--- src/rtl/cpu_pkg.sv ---
// Shared CPU pipeline definitions: datapath width, register address width
// and the operand forwarding source encoding.
package cpu_pkg;

    localparam int XLEN       = 32;
    localparam int REG_ADDR_W = 5;

    typedef enum logic [1:0] {
        FWD_RF,
        FWD_WB,
        FWD_MEM,
        FWD_EX
    } fwd_sel_t;

endpackage

--- src/rtl/id_ex_operand_fwd_mux.sv ---
// Forwarding select for one source operand.
// Priority is EX > MEM > WB > register file; x0 always yields zero.
module fwd_mux #(
    parameter int XLEN = 32
) (
    input  logic [4:0]      src_i,
    input  logic [XLEN-1:0] rf_data_i,
    input  logic            ex_valid_i,
    input  logic            ex_we_i,
    input  logic            ex_is_load_i,
    input  logic [4:0]      ex_rd_i,
    input  logic [XLEN-1:0] ex_data_i,
    input  logic            mem_we_i,
    input  logic [4:0]      mem_rd_i,
    input  logic [XLEN-1:0] mem_data_i,
    input  logic            wb_we_i,
    input  logic [4:0]      wb_rd_i,
    input  logic [XLEN-1:0] wb_data_i,
    output logic [XLEN-1:0] data_o
);
    import cpu_pkg::*;

    logic     w_src_nz;
    fwd_sel_t w_sel;

    assign w_src_nz = (src_i != '0);

    // A load result is not yet available in EX, so EX never forwards a load.
    always_comb begin
        w_sel = FWD_RF;
        if (w_src_nz && ex_valid_i && ex_we_i && !ex_is_load_i && (ex_rd_i == src_i))
            w_sel = FWD_EX;
        else if (w_src_nz && mem_we_i && (mem_rd_i == src_i))
            w_sel = FWD_MEM;
        else if (w_src_nz && wb_we_i && (wb_rd_i == src_i))
            w_sel = FWD_WB;
    end

    always_comb begin
        data_o = '0;
        if (w_src_nz) begin
            case (w_sel)
                FWD_EX:  data_o = ex_data_i;
                FWD_MEM: data_o = mem_data_i;
                FWD_WB:  data_o = wb_data_i;
                default: data_o = rf_data_i;
            endcase
        end
    end

endmodule

--- src/rtl/id_ex_operand.sv ---
// ID/EX pipeline register with operand forwarding, load-use stall detection
// and a saturating count of load-use stall cycles.
module id_ex_operand #(
    parameter int XLEN  = 32,
    parameter int CNT_W = 16
) (
    input  logic             clk_i,
    input  logic             reset_i,
    input  logic             id_valid_i,
    input  logic [4:0]       id_rs1_i,
    input  logic [4:0]       id_rs2_i,
    input  logic             id_use_rs1_i,
    input  logic             id_use_rs2_i,
    input  logic [XLEN-1:0]  id_rD1_i,
    input  logic [XLEN-1:0]  id_rD2_i,
    input  logic [4:0]       id_rd_i,
    input  logic             id_we_i,
    input  logic             id_is_load_i,
    input  logic [XLEN-1:0]  ex_alu_i,
    input  logic [4:0]       mem_rd_i,
    input  logic             mem_we_i,
    input  logic [XLEN-1:0]  mem_wd_i,
    input  logic [4:0]       wb_rd_i,
    input  logic             wb_we_i,
    input  logic [XLEN-1:0]  wb_wd_i,
    input  logic             flush_i,
    output logic             stall_o,
    output logic             ex_valid_o,
    output logic             ex_we_o,
    output logic             ex_is_load_o,
    output logic [4:0]       ex_rd_o,
    output logic [XLEN-1:0]  ex_op1_o,
    output logic [XLEN-1:0]  ex_op2_o,
    output logic [CNT_W-1:0] stall_cnt_o
);
    logic             r_valid;
    logic             r_we;
    logic             r_is_load;
    logic [4:0]       r_rd;
    logic [XLEN-1:0]  r_op1;
    logic [XLEN-1:0]  r_op2;
    logic [CNT_W-1:0] r_stall_cnt;

    logic             w_hazard;
    logic             w_stall;
    logic [XLEN-1:0]  w_op1;
    logic [XLEN-1:0]  w_op2;

    fwd_mux #(.XLEN(XLEN)) u_fwd_rs1 (
        .src_i        (id_rs1_i),
        .rf_data_i    (id_rD1_i),
        .ex_valid_i   (r_valid),
        .ex_we_i      (r_we),
        .ex_is_load_i (r_is_load),
        .ex_rd_i      (r_rd),
        .ex_data_i    (ex_alu_i),
        .mem_we_i     (mem_we_i),
        .mem_rd_i     (mem_rd_i),
        .mem_data_i   (mem_wd_i),
        .wb_we_i      (wb_we_i),
        .wb_rd_i      (wb_rd_i),
        .wb_data_i    (wb_wd_i),
        .data_o       (w_op1)
    );

    fwd_mux #(.XLEN(XLEN)) u_fwd_rs2 (
        .src_i        (id_rs2_i),
        .rf_data_i    (id_rD2_i),
        .ex_valid_i   (r_valid),
        .ex_we_i      (r_we),
        .ex_is_load_i (r_is_load),
        .ex_rd_i      (r_rd),
        .ex_data_i    (ex_alu_i),
        .mem_we_i     (mem_we_i),
        .mem_rd_i     (mem_rd_i),
        .mem_data_i   (mem_wd_i),
        .wb_we_i      (wb_we_i),
        .wb_rd_i      (wb_rd_i),
        .wb_data_i    (wb_wd_i),
        .data_o       (w_op2)
    );

    assign w_hazard = r_valid && r_we && r_is_load && (r_rd != '0) && id_valid_i &&
                      ((id_use_rs1_i && (id_rs1_i == r_rd)) ||
                       (id_use_rs2_i && (id_rs2_i == r_rd)));
    // A flush kills the dependent instruction, so there is nothing to wait for.
    assign w_stall  = w_hazard && !flush_i;

    always_ff @(posedge clk_i or posedge reset_i) begin
        if (reset_i) begin
            r_valid     <= 1'b0;
            r_we        <= 1'b0;
            r_is_load   <= 1'b0;
            r_rd        <= '0;
            r_op1       <= '0;
            r_op2       <= '0;
            r_stall_cnt <= '0;
        end else begin
            if (flush_i || w_stall) begin
                r_valid   <= 1'b0;
                r_we      <= 1'b0;
                r_is_load <= 1'b0;
                r_rd      <= '0;
                r_op1     <= '0;
                r_op2     <= '0;
            end else begin
                r_valid   <= id_valid_i;
                r_we      <= id_we_i && id_valid_i;
                r_is_load <= id_is_load_i;
                r_rd      <= id_rd_i;
                r_op1     <= w_op1;
                r_op2     <= w_op2;
            end
            if (w_stall && (r_stall_cnt != '1))
                r_stall_cnt <= r_stall_cnt + 1'b1;
        end
    end

    assign stall_o      = w_stall;
    assign ex_valid_o   = r_valid;
    assign ex_we_o      = r_we;
    assign ex_is_load_o = r_is_load;
    assign ex_rd_o      = r_rd;
    assign ex_op1_o     = r_op1;
    assign ex_op2_o     = r_op2;
    assign stall_cnt_o  = r_stall_cnt;

endmodule

--- config.mk ---
export PLATFORM = sky130hd
export DESIGN_NAME = id_ex_operand
export DESIGN_NICKNAME = d
export VERILOG_FILES = /design/src/rtl/cpu_pkg.sv /design/src/rtl/id_ex_operand_fwd_mux.sv /design/src/rtl/id_ex_operand.sv
export SDC_FILE = /design/constraint.sdc
export NUM_CORES = 1
export LEC_CHECK = 0
export ABC_AREA = 1
export CORE_MARGIN = 2
export CORE_UTILIZATION = 40
export CTS_BUF_LIST = sky130_fd_sc_hd__clkbuf_8
export CTS_CLUSTER_DIAMETER = 40
export CTS_CLUSTER_SIZE = 8
export DETAILED_ROUTE_END_ITERATION = 8
export PLACE_DENSITY_LB_ADDON = 0.05
export SYNTH_ARGS = -nofsm -noshare
export SYNTH_HDL_FRONTEND = slang
export SYNTH_SLANG_ARGS = --single-unit
--- constraint.sdc ---
create_clock -name clk_i -period 2.6 [get_ports clk_i]
set_input_delay 0.26 -clock clk_i [delete_from_list [all_inputs] [get_ports clk_i]]
set_output_delay 0.26 -clock clk_i [all_outputs]
set_load 0.005 [all_outputs]
Yosys cells after proc, flatten, opt, wreduce, memory -nomap -nowiden. Cells that the tools add are included.

Flip-flop bits (word level): 88. Bits of input ports: 195. Output and inout port bits: 89. Logic and storage cells: 72.

Add/subtract/negate cells: 1. Equality and inequality tests: 15. Multiplexer cells: 16. Reduce and logical (&&, ||, !) cells: 33.

Operator list (count): $pmux 32 s3 (2); $mux 32 (4); $eq 5x5->1 (8); $logic_and 1x1->1 (26); $add 16x1->16 const B (1); $ne 16x16->1 const B (1); $reduce_bool 5->1 (3); $eq 2x2->1 const B (4); $mux 2 (4); $mux 1 (5); $mux 5 (1); $eq 2x1->1 const B (2); $logic_not 1->1 (2); $logic_or 1x1->1 (2).

Depth between registers and ports, before layout. Gate-level depths: netlist of run 1.

Depth after elaboration: 10. Mapped depth: 13. Depth with buffers taken out: 12.

Hierarchy. A second synthesis of run 1 with hierarchy kept.

Cells, all modules: 1347. Area, all modules: 7643.6 um^2.

By module, submodules not included: fwd_mux (instances 2, cells an instance 462, area each 1991.9 um^2, seq. area each 0.0 um^2); id_ex_operand (instances 1, cells an instance 423, area each 3659.8 um^2, seq. area each 2202.1 um^2).

Least setup slack after synthesis of run 1. Ideal clock, no wire load.

Path type: flip-flop to flip-flop. Start: register r_stall_cnt[0], in the netlist stall_cnt_o[0]. End: register r_stall_cnt[3], in the netlist stall_cnt_o[3]. Setup time: 0.065 ns. Arrival time: 1.545 ns. Data required time: 2.535 ns. Slack: 0.990 ns. Stages on the path, launching flop included: 10. Buffers on the path: 2. Clock period less this slack: 1.610 ns. Cell sequence: dfrtp_1 > ha_1 > nand3_1 > nor3_2 > nand3_1 > nand4_1 > buf_4 > buf_4 > nand2_1 > nand2_1.

Longest elaborated chain between the ends: 2. Elaborated cells between the ends (all ways): 3. Classes of those cells: add/sub (1); eq/ne (1); reduce/logical (1).

Ends and longest elaborated chain: from (decl) (RTL line id_ex_operand.sv:42) `logic [CNT_W-1:0] r_stall_cnt;`; from (signal assigned) (RTL line id_ex_operand.sv:115) `r_stall_cnt <= r_stall_cnt + 1'b1;`; parallel branches: the longest is 2 deep, another holds $add 16x1->16.

Parallel ways; which one is timed is not known. A chain may end at the register's enable or synchronous reset.

Worst setup path after layout of run 1.
Start: register r_rd[3], in the netlist ex_rd_o[3]. End: output stall_o.

Longest elaborated chain between the ends: 5. Elaborated cells between the ends (all ways): 10. Classes of those cells: eq/ne (2); reduce/logical (8).

Ends and longest elaborated chain: from (decl) (RTL line id_ex_operand.sv:39) `logic [4:0] r_rd;`; from (signal assigned) (RTL line id_ex_operand.sv:110) `r_rd <= id_rd_i;`; $eq 5x5->1, or another cell as far along (RTL line id_ex_operand.sv:84) `((id_use_rs1_i && (id_rs1_i == r_rd)) ||`; $logic_and 1x1->1, on equally long branches (RTL line id_ex_operand.sv:84, id_ex_operand.sv:83, id_ex_operand.sv:85); $logic_or 1x1->1 or $logic_and 1x1->1 (tied branches) (RTL line id_ex_operand.sv:84, id_ex_operand.sv:83); $logic_and 1x1->1 * (RTL line id_ex_operand.sv:83) `assign w_hazard = r_valid && r_we && r_is_load && (r_rd != '0) && id_valid_i &&`; $logic_and 1x1->1 * (RTL line id_ex_operand.sv:87) `assign w_stall = w_hazard && !flush_i;`; to (decl) (RTL line id_ex_operand.sv:27) `output logic stall_o,`.

Every way passes the cells marked *; elsewhere a longest branch is shown, timed or not.

==> impl_metrics.env, run 1 <==
export IMPL_status="complete, no violations"
export IMPL_cp_max_fo=5
export IMPL_async_flop_share=1.00
export IMPL_cts_sinks=88
export IMPL_cap_violations=0
export IMPL_syn_area_per_cell_um2=6.09
export IMPL_leakagePower_nw=5.10
export IMPL_fmax_mhz=421
export IMPL_antenna_found_initial=0
export IMPL_synth_top_area_frac=0.330
export IMPL_grt_overflow=0
export IMPL_critPathCaptureType="output port"
export IMPL_synth_nets=1292
export IMPL_grt_pass1_wl_um=40200
export IMPL_peakVddDrop_uv=213
export IMPL_yosys_top_cells_area="dfrtp_1, nor2_1, nand2_1"
export IMPL_cp_slowest_cell="clkdlybuf4s50_1"
export IMPL_cp_cell_sequence="inv_1, nand2_1, nand2_1, nor2_1, nand4_1, nand2_1, nand3_1, inv_1, clkdlybuf4s50_1"
export IMPL_startpoint_type="flop"
export IMPL_layout_nets=1545
export IMPL_h_tree_depth=3
export IMPL_r2r_slack_ns=0.63
export IMPL_max_slew_worst_pin_slew_ns=0.859
export IMPL_n_fill_cell=1634
export IMPL_die_area_um2=17700
export IMPL_synth_edf_count=0
export IMPL_hp_class="in2async"
export IMPL_syn_cell_area_um2=6680
export IMPL_grt_util_all_layers=0.289
export IMPL_internal_power_mw=2.32
export IMPL_cts_hold_buf=0
export IMPL_cts_setup_buffers=0
export IMPL_route_detailed_drc=0
export IMPL_p_clk_frac=0.281
export IMPL_vias=8055
export IMPL_yosys_top_cells_count="nor2_1, nand2_1, nand3_1"
export IMPL_core_area_um2=16500
export IMPL_ys_types=26
export IMPL_syn_inst=1096
export IMPL_period_share=0.914
export IMPL_fin_skew_ns=0.0144
export IMPL_seqPwrFrac=0.443
export IMPL_start_util=0.405
export IMPL_yosysTopAreaCell="dfrtp_1"
export IMPL_hold_ws_ns=0.224
export IMPL_top_level_ports=284
export IMPL_max_stage_delay_ns=0.49
export IMPL_insertion_delay_ns=0.39
export IMPL_crit_arrival_ns=2.12
export IMPL_finalHoldViolCount=0
export IMPL_clock_path_buffers=2
export IMPL_portBuffers=283
export IMPL_ant_nets=0
export IMPL_cts_root_buf="clkbuf_8"
export IMPL_dp_cells=1558
export IMPL_setup_viol=0
export IMPL_area_delta_synth_final_pct=48.3
export IMPL_tns_ns=0
export IMPL_comb_power_share=0.275
export IMPL_post_route_cell_area_um2=9900
export IMPL_grt_max_degree=67
export IMPL_grt_pass1_vias=7383
export IMPL_crit_required_ns=2.34
export IMPL_dieWidth_um=133
export IMPL_yosys_warnings=0
export IMPL_fin_cells=1574
export IMPL_place_gp_congestion=0.894
export IMPL_layout_drive_gt1_share=0.0532
export IMPL_postLayoutCoreUtil=0.601
export IMPL_cts_buffers=9
export IMPL_path_class="reg2out"
export IMPL_dp_hpwl_um=18800
export IMPL_powerDensity_nw_per_um2=337
export IMPL_first_pass_iters=5
export IMPL_swShare=0.303
export IMPL_clk_pin_slew_ns=0.11
export IMPL_slew_viol_final=0
export IMPL_wl_um=25700
export IMPL_cts_tree="built"
export IMPL_period_needed_ns=2.38
export IMPL_power_switching_mw=1.01
export IMPL_cts_resized=0
export IMPL_cpMostUsedCell="nand2_1"
export IMPL_rsz0062_at_grt="false"
export IMPL_routed_via_density=5.12
export IMPL_wl_per_cell_um=16.3
export IMPL_post_dp_cell_area_um2=9720
export IMPL_yosysMostFrequentCell="nor2_1"
export IMPL_slew_headroom=0.426
export IMPL_rows=47
export IMPL_chipHeight_um=133
export IMPL_ys_ff_latch=88
export IMPL_drtIter0Drc=757
export IMPL_ys_seq_area_frac=0.330
export IMPL_synthFlopType="dfrtp_1"
export IMPL_antenna_cells=0
-- per-layer routing --
metal | vias to the layer above | GRT usage | part of all wire | wire (um)
li1 | 3961 | - | - | -
met1 | 3650 | 0.397 | 0.42 | 10900
met5 | - | 0 | 0 | 0
met2 | 407 | 0.463 | 0.46 | 11800
met3 | 37 | 0.0491 | 0.089 | 2280
met4 | 0 | 0.102 | 0.027 | 690
-- registers in the layout, indices dropped and copies added, names as in the netlist --
| name | flops |
|---|---|
| ex_is_load_o | 1 |
| ex_op2_o | 32 |
| ex_valid_o | 1 |
| ex_rd_o | 5 |
| ex_op1_o | 32 |
| ex_we_o | 1 |
| stall_cnt_o | 16 |
-- cells by family after synthesis --
group / share of synthesized area
AO/OA/AOI/OAI: 0.00225
flip-flops: 0.330
XOR/XNOR: 0.0210
adder cells (fa/ha/maj): 0.00187
buffers and inverters: 0.127
AND/OR/NAND/NOR: 0.518
-- area by class of cell --
cell class	instances	area, um2	area share
Clock buffer	9	124	0.0125
Clock inverter	7	52.6	0.00531
Inverter	117	442	0.0446
Multi-Input combinational cell	818	3640	0.368
Sequential cell	88	2200	0.223
Tap cell	220	275	0.0278
Timing Repair Buffer	315	3160	0.319
-- path summary, 6_finish.rpt --
check,to,cells after the start,start
setup / recovery,stall_o,9,ex_rd_o[3]$_DFF_PP0_
hold reg to reg,stall_cnt_o[15]$_DFFE_PP0P_,2,stall_cnt_o[15]$_DFFE_PP0P_
setup reg to reg,stall_cnt_o[3]$_DFFE_PP0P_,8,stall_cnt_o[0]$_DFFE_PP0P_
max in group asynchronous,ex_rd_o[0]$_DFF_PP0_,3,reset_i
hold / removal,ex_op1_o[13]$_DFF_PP0_,2,reset_i
min in group clk_i,ex_rd_o[4]$_DFF_PP0_,3,id_rd_i[4]
-- power groups by stage --
stage	Clock, mW	Combinational [mW]	Sequential [mW]
final	0.938	0.917	1.48
after global routing	1.01	1.00	1.48
after CTS	0.959	0.921	1.48
after detailed placement	0	0.916	1.50
after global placement	0	0.910	1.50
after floorplan	0	0.310	1.50
-- layout by cell type, fill, tap and decap left out --
cell               n
nor2_4             4
nand3_1          175
inv_6              4
clkinvlp_4         1
buf_12             7
nor3_2             1
nor4_1             1
nor2_1           295
xnor2_1            8
buf_4             25
nand3_2            2
clkbuf_8           9
nand3b_1           2
xor2_1             8
nor2b_1            1
clkdlybuf4s50_1  283
nand2_2            1
clkinv_2           2
o21ai_0            3
inv_4              1
dfrtp_1           88
inv_1            103
inv_2             13
ha_1               1
and3_1             1
nand4_1           68
nand2_1          241
nand4_2            2
nor3_1             4
-- critical path: cells and delay by family (launching register included) --
family,cells,cell delay (ns)
and+or+nand+nor,6,0.65
buffers and inverters,3,0.63
DFF,1,0.45
-- through the flow --
stage	total power, mW	worst slack [ns]
after floorplan	1.81	0.0614
after global placement	2.41	0.200
after detailed placement	2.42	0.146
after CTS	3.36	0.183
after global routing	3.50	0.0916
final	3.33	0.224
No activity file was read; power rests on OpenSTA's default activity.
==> inputs of run 2 (changes only) <==
SETUP_SLACK_MARGIN = 0.4   (was not set)
==> run 2 against run 1 <==
  * Power up 0.96%
  * Global-route usage down 0.16 points
  * Die area unchanged
  * Wire length about the same
  * Final area up 1.0%
  * Non-clock buffer count up 7
  * First-iteration DRC count down 6.9%
  * Clock-buffer cell count unchanged
  * Setup slack better by 0.28 ns
  * Critical path type is now reg2reg
  * Critical endpoint is now stall_cnt_o[0]$_DFFE_PP0P_
==> impl_metrics.env, run 2 (same netlist as run 1, synthesis figures left out) <==
export IMPL_status="complete, no violations"
export IMPL_dp_hpwl_um=18800
export IMPL_cts_sinks=88
export IMPL_slew_headroom=0.487
export IMPL_area_delta_synth_final_pct=49.8
export IMPL_crit_arrival_ns=2.39
export IMPL_fin_skew_ns=0.0127
export IMPL_chipHeight_um=133
export IMPL_cp_max_fo=6
export IMPL_final_setup_worst_slack_ns=0.501
export IMPL_grt_pass1_wl_um=40100
export IMPL_wl_um=25700
export IMPL_grt_util_all_layers=0.288
export IMPL_wl_per_cell_um=16.2
export IMPL_cap_violations=0
export IMPL_final_common_cell="nor2_1"
export IMPL_routed_via_density=5.08
export IMPL_layout_drive_gt1_share=0.0646
export IMPL_clk_pin_slew_ns=0.11
export IMPL_grt_pass1_vias=7532
export IMPL_internal_power_mw=2.34
export IMPL_drtIter0Drc=705
export IMPL_tns_ns=0
export IMPL_route_detailed_drc=0
export IMPL_insertion_delay_ns=0.38
export IMPL_regToRegEndpoint="stall_cnt_o[0]$_DFFE_PP0P_"
export IMPL_die_area_um2=17700
export IMPL_hp_class="in2async"
export IMPL_place_ws_ns=0.219
export IMPL_fmax_mhz=476
export IMPL_clock_path_buffers=2
export IMPL_first_pass_iters=6
export IMPL_vias=8034
export IMPL_h_tree_depth=3
export IMPL_cts_buffers=9
export IMPL_reg2reg_from="stall_cnt_o[0]$_DFFE_PP0P_"
export IMPL_place_gp_congestion=0.900
export IMPL_cts_tree="built"
export IMPL_seqPwrFrac=0.438
export IMPL_portBuffers=283
export IMPL_layout_nets=1553
export IMPL_finalHoldViolCount=0
export IMPL_slew_viol_final=0
export IMPL_startpoint_type="flop"
export IMPL_grt_max_degree=44
export IMPL_comb_power_share=0.275
export IMPL_critPathCaptureType="flop"
export IMPL_leakagePower_nw=5.15
export IMPL_power_switching_mw=1.03
export IMPL_dieWidth_um=133
export IMPL_hold_ws_ns=0.317
export IMPL_core_area_um2=16500
export IMPL_period_needed_ns=2.10
export IMPL_peakVddDrop_uv=202
export IMPL_ant_nets=0
export IMPL_period_share=0.807
export IMPL_layout_common_cells="nor2_1, clkdlybuf4s50_1, nand2_1"
export IMPL_rows=47
export IMPL_setup_viol=0
export IMPL_swShare=0.305
export IMPL_cts_hold_buf=0
export IMPL_max_slew_worst_pin_slew_ns=0.767
export IMPL_grt_overflow=0
export IMPL_powerDensity_nw_per_um2=336
export IMPL_start_util=0.405
export IMPL_cts_root_buf="clkbuf_8"
export IMPL_antenna_found_initial=1
export IMPL_r2r_cells=9
export IMPL_top_level_ports=284
export IMPL_r2r_slack_ns=0.50
export IMPL_p_clk_frac=0.287
export IMPL_path_class="reg2reg"
export IMPL_crit_required_ns=2.89
export IMPL_rsz0062_at_grt="true"
run 2: timing repair:
item | CTS | global route
pin swaps | 4 | 1
gates cloned | 0 | 1
buffers inserted | 3 | 1
endpoints found under the setup margin | 1 | 49
gates resized for setup | 5 | 7
run 2: worst max-delay path by stage:
stage / startpoint / end / slack (ns) / cells past startpoint
6_report: stall_cnt_o[0]$_DFFE_PP0P_ / stall_cnt_o[0]$_DFFE_PP0P_ / 0.50 / 9
5_1_grt: ex_rd_o[2]$_DFF_PP0_ / stall_o / 0.40 / 8
4_1_cts: ex_rd_o[2]$_DFF_PP0_ / stall_o / 0.51 / 8
3_5_place_dp: id_rs1_i[1] / ex_op1_o[6]$_DFF_PP0_ / 0.22 / 9
3_3_place_gp: id_rs1_i[1] / ex_op1_o[0]$_DFF_PP0_ / 0.29 / 9
2_1_floorplan: stall_cnt_o[0]$_DFFE_PP0P_ / stall_cnt_o[3]$_DFFE_PP0P_ / 0.99 / 9
run 2: area by class of cell:
| cell class | instances | area, um2 |
|---|---|---|
| repair buffers | 322 | 3210 |
| inverters | 117 | 447 |
| diodes | 1 | 2.50 |
| fillers | 1629 | 6470 |
| multi-input cells | 818 | 3660 |
| clock buffers | 9 | 124 |
| flip-flops and latches | 88 | 2200 |
| repair inverters | 1 | 7.51 |
| clock inverters | 7 | 62.6 |
| well taps | 220 | 275 |
run 2: stage by stage:
stage	power (mW)	std cells	utilization	cell area [um2]
floorplan	1.81	1096	-	6680
global placement	2.41	1561	0.591	9740
detailed placement	2.42	1561	0.591	9740
CTS	3.38	1580	0.605	9960
global route	3.52	1583	0.607	10000
finish	3.36	1583	0.607	10000
run 2: power groups by stage:
stage	Clock, mW	Sequential [mW]	Combinational (mW)
2_1_floorplan	0	1.50	0.311
5_1_grt	1.03	1.48	1.01
3_3_place_gp	0	1.50	0.913
6_report	0.965	1.47	0.924
4_1_cts	0.981	1.47	0.926
3_5_place_dp	0	1.50	0.917
run 2: metal layers:
| layer | GRT usage | vias up | wire, um | part of all wire |
|---|---|---|---|---|
| met5 | 0 | - | 0 | 0 |
| met4 | 0.0934 | 0 | 668 | 0.026 |
| met3 | 0.0487 | 38 | 2050 | 0.080 |
| met2 | 0.461 | 363 | 11800 | 0.46 |
| met1 | 0.399 | 3660 | 11100 | 0.43 |
| li1 | - | 3973 | - | - |
run 2: critical path, cell delays in order (launching register included):
cell	delay, ns
dfrtp_1	0.45
ha_1	0.22
nand3_1	0.21
nor3_4	0.24
nand3_1	0.19
nand4_1	0.22
buf_4	0.17
clkinvlp_4	0.16
nand2_1	0.09
nand2_1	0.05
==> inputs of run 3 (changes only) <==
clock period = 1.8 ns   (was 2.6 ns; I/O delays follow)
==> run 3 against run 2 <==
  * The run now ends with setup timing left
  * Critical path depth increased by 4
  * Sequential share of layout area fell by 3.4 points
  * Maximum frequency grew 4.2%
  * Clock-buffer cell count did not move
  * Via count is 11% higher
  * Power up 55%
  * First-iteration DRC count increased by 19%
  * Non-clock buffer count grew 88
  * Die area unchanged
  * Sequential power grew 45%
  * Final area grew 19%
==> impl_metrics.env, run 3 (same netlist as run 1, synthesis figures left out) <==
export IMPL_r2r_cells=13
export IMPL_final_setup_worst_slack_ns=-0.214
export IMPL_rows=47
export IMPL_crit_arrival_ns=2.30
export IMPL_cts_tree="built"
export IMPL_clock_path_buffers=2
export IMPL_cts_root_buf="clkbuf_8"
export IMPL_fin_skew_ns=0.0122
export IMPL_setup_viol=88
export IMPL_ant_nets=0
export IMPL_reg2reg_from="ex_rd_o[4]$_DFF_PP0_"
export IMPL_post_dp_cell_area_um2=10400
export IMPL_layout_nets=1640
export IMPL_startpoint_type="flop"
export IMPL_wl_um=29800
export IMPL_seqPwrFrac=0.409
export IMPL_dp_hpwl_um=18900
export IMPL_grt_util_all_layers=0.316
export IMPL_top_level_ports=284
export IMPL_grt_pass1_wl_um=44100
export IMPL_p_clk_frac=0.313
export IMPL_wl_met2_um=14300
export IMPL_drtIter0Drc=838
export IMPL_route_detailed_drc=0
export IMPL_portBuffers=283
export IMPL_wl_per_cell_um=17.8
export IMPL_leakagePower_nw=6.32
export IMPL_crit_required_ns=2.08
export IMPL_wl_met3_um=2740
export IMPL_top_layer_used="met4"
export IMPL_grt_overflow=0
export IMPL_die_area_um2=17700
export IMPL_power_switching_mw=1.55
export IMPL_cts_sinks=88
export IMPL_slew_headroom=0.643
export IMPL_grt_max_degree=89
export IMPL_cts_hold_buf=0
export IMPL_cts_buffers=9
export IMPL_critPathCaptureType="flop"
export IMPL_drt_met1_wl_um=11700
export IMPL_clk_pin_slew_ns=0.10
export IMPL_vias=8903
export IMPL_path_class="reg2reg"
export IMPL_comb_power_share=0.278
export IMPL_start_util=0.405
export IMPL_peakVddDrop_uv=311
export IMPL_max_slew_worst_pin_slew_ns=0.536
export IMPL_postLayoutCoreUtil=0.721
export IMPL_r2r_slack_ns=-0.21
export IMPL_antenna_cells=0
export IMPL_antenna_found_initial=0
export IMPL_period_needed_ns=2.01
export IMPL_dp_cells=1589
export IMPL_regToRegEndpoint="ex_op1_o[5]$_DFF_PP0_"
export IMPL_final_common_cell="nor2_1"
export IMPL_cp_max_fo=7
export IMPL_routed_via_density=5.33
export IMPL_swShare=0.298
export IMPL_internal_power_mw=3.65
export IMPL_period_share=1.12
export IMPL_slew_viol_final=0
export IMPL_dieWidth_um=133
export IMPL_chipHeight_um=133
export IMPL_violations="setup timing"
export IMPL_layout_drive_gt1_share=0.216
export IMPL_finalHoldViolCount=0
export IMPL_first_pass_iters=8
export IMPL_powerDensity_nw_per_um2=438
export IMPL_place_gp_congestion=0.926
export IMPL_post_route_cell_area_um2=11900
export IMPL_grt_pass1_vias=8251
export IMPL_fin_cells=1669
export IMPL_cap_violations=0
export IMPL_layout_common_cells="nor2_1, nand2_1, clkdlybuf4s50_1"
export IMPL_insertion_delay_ns=0.39
export IMPL_rsz0062_at_grt="true"
export IMPL_fmax_mhz=496
export IMPL_core_area_um2=16500
export IMPL_hp_class="in2async"
export IMPL_h_tree_depth=3
export IMPL_area_delta_synth_final_pct=77.8
export IMPL_status="finished with violations"
run 3: cell count changes in the layout (fill, tap and decap cells not counted), moves of 19 or more:
| cell | change |
|---|---|
| buf_4 | +31 |
| clkdlybuf4s50_1 | -89 |
| dlygate4sd2_1 | +76 |
| nand2_1 | -45 |
| nand2_2 | +40 |
| nand3_1 | -47 |
| nand3_2 | +44 |
| nor2_1 | -28 |
| nor2_2 | +19 |
run 3: timing repair:
item	CTS	global route
endpoints found under the hold margin	0	0
endpoints found under the setup margin	171	100
buffers inserted	33	11
cloned	8	12
resized for setup	139	124
pin swaps	50	84
run 3: final cells by class:
type | count | area (um2)
sequential | 88 | 2210
inverter | 117 | 458
fill | 1384 | 4600
multi-input combinational | 818 | 4260
clock inverter | 7 | 95.1
timing repair buffer | 410 | 4450
clock buffer | 9 | 124
tap | 220 | 275
run 3: critical path, stage by stage, from the launching register on:
cell	delay (ns)
dfrtp_1	0.44
xor2_1	0.20
nor2_2	0.07
buf_4	0.13
buf_4	0.12
buf_4	0.13
nand3_4	0.06
buf_12	0.17
clkinv_8	0.09
clkbuf_16	0.17
nand2_1	0.06
nand2_1	0.08
nor2_2	0.13
nor2_1	0.05
run 3: power by group through the flow:
| stage | sequential [mW] | clock, mW | combinational [mW] |
|---|---|---|---|
| floorplan | 2.17 | 0 | 0.465 |
| global placement | 2.17 | 0 | 1.38 |
| detailed placement | 2.17 | 0 | 1.38 |
| CTS | 2.13 | 1.65 | 1.37 |
| global route | 2.14 | 1.72 | 1.57 |
| finish | 2.13 | 1.63 | 1.45 |
run 3: metal layers:
layer,vias to the layer above,GRT usage
met5,-,0
met4,0,0.115
met3,88,0.0552
met2,522,0.528
met1,4128,0.413
li1,4165,-
run 3: metrics by stage:
stage | hold slack [ns] | setup slack (ns) | power, mW | setup TNS [ns]
after CTS | 0.279 | -0.180 | 5.15 | -9.00
after detailed placement | 0.520 | -0.394 | 3.55 | -26.55
final | 0.242 | -0.214 | 5.20 | -10.99
after global routing | 0.329 | -0.316 | 5.42 | -21.06
after global placement | 0.503 | -0.370 | 3.55 | -25.64
after floorplan | 0.286 | 0.276 | 2.64 | 0
run 3: worst max path at each step:
stage / startpoint / to / slack (ns)
floorplan: stall_cnt_o[0]$_DFFE_PP0P_ / stall_cnt_o[13]$_DFFE_PP0P_ / 0.28
global placement: id_rs1_i[1] / ex_op1_o[22]$_DFF_PP0_ / -0.37
detailed placement: id_rs1_i[1] / ex_op1_o[22]$_DFF_PP0_ / -0.39
CTS: ex_rd_o[2]$_DFF_PP0_ / ex_op1_o[0]$_DFF_PP0_ / -0.18
global route: ex_rd_o[3]$_DFF_PP0_ / stall_cnt_o[13]$_DFFE_PP0P_ / -0.32
finish: ex_rd_o[4]$_DFF_PP0_ / ex_op1_o[5]$_DFF_PP0_ / -0.21
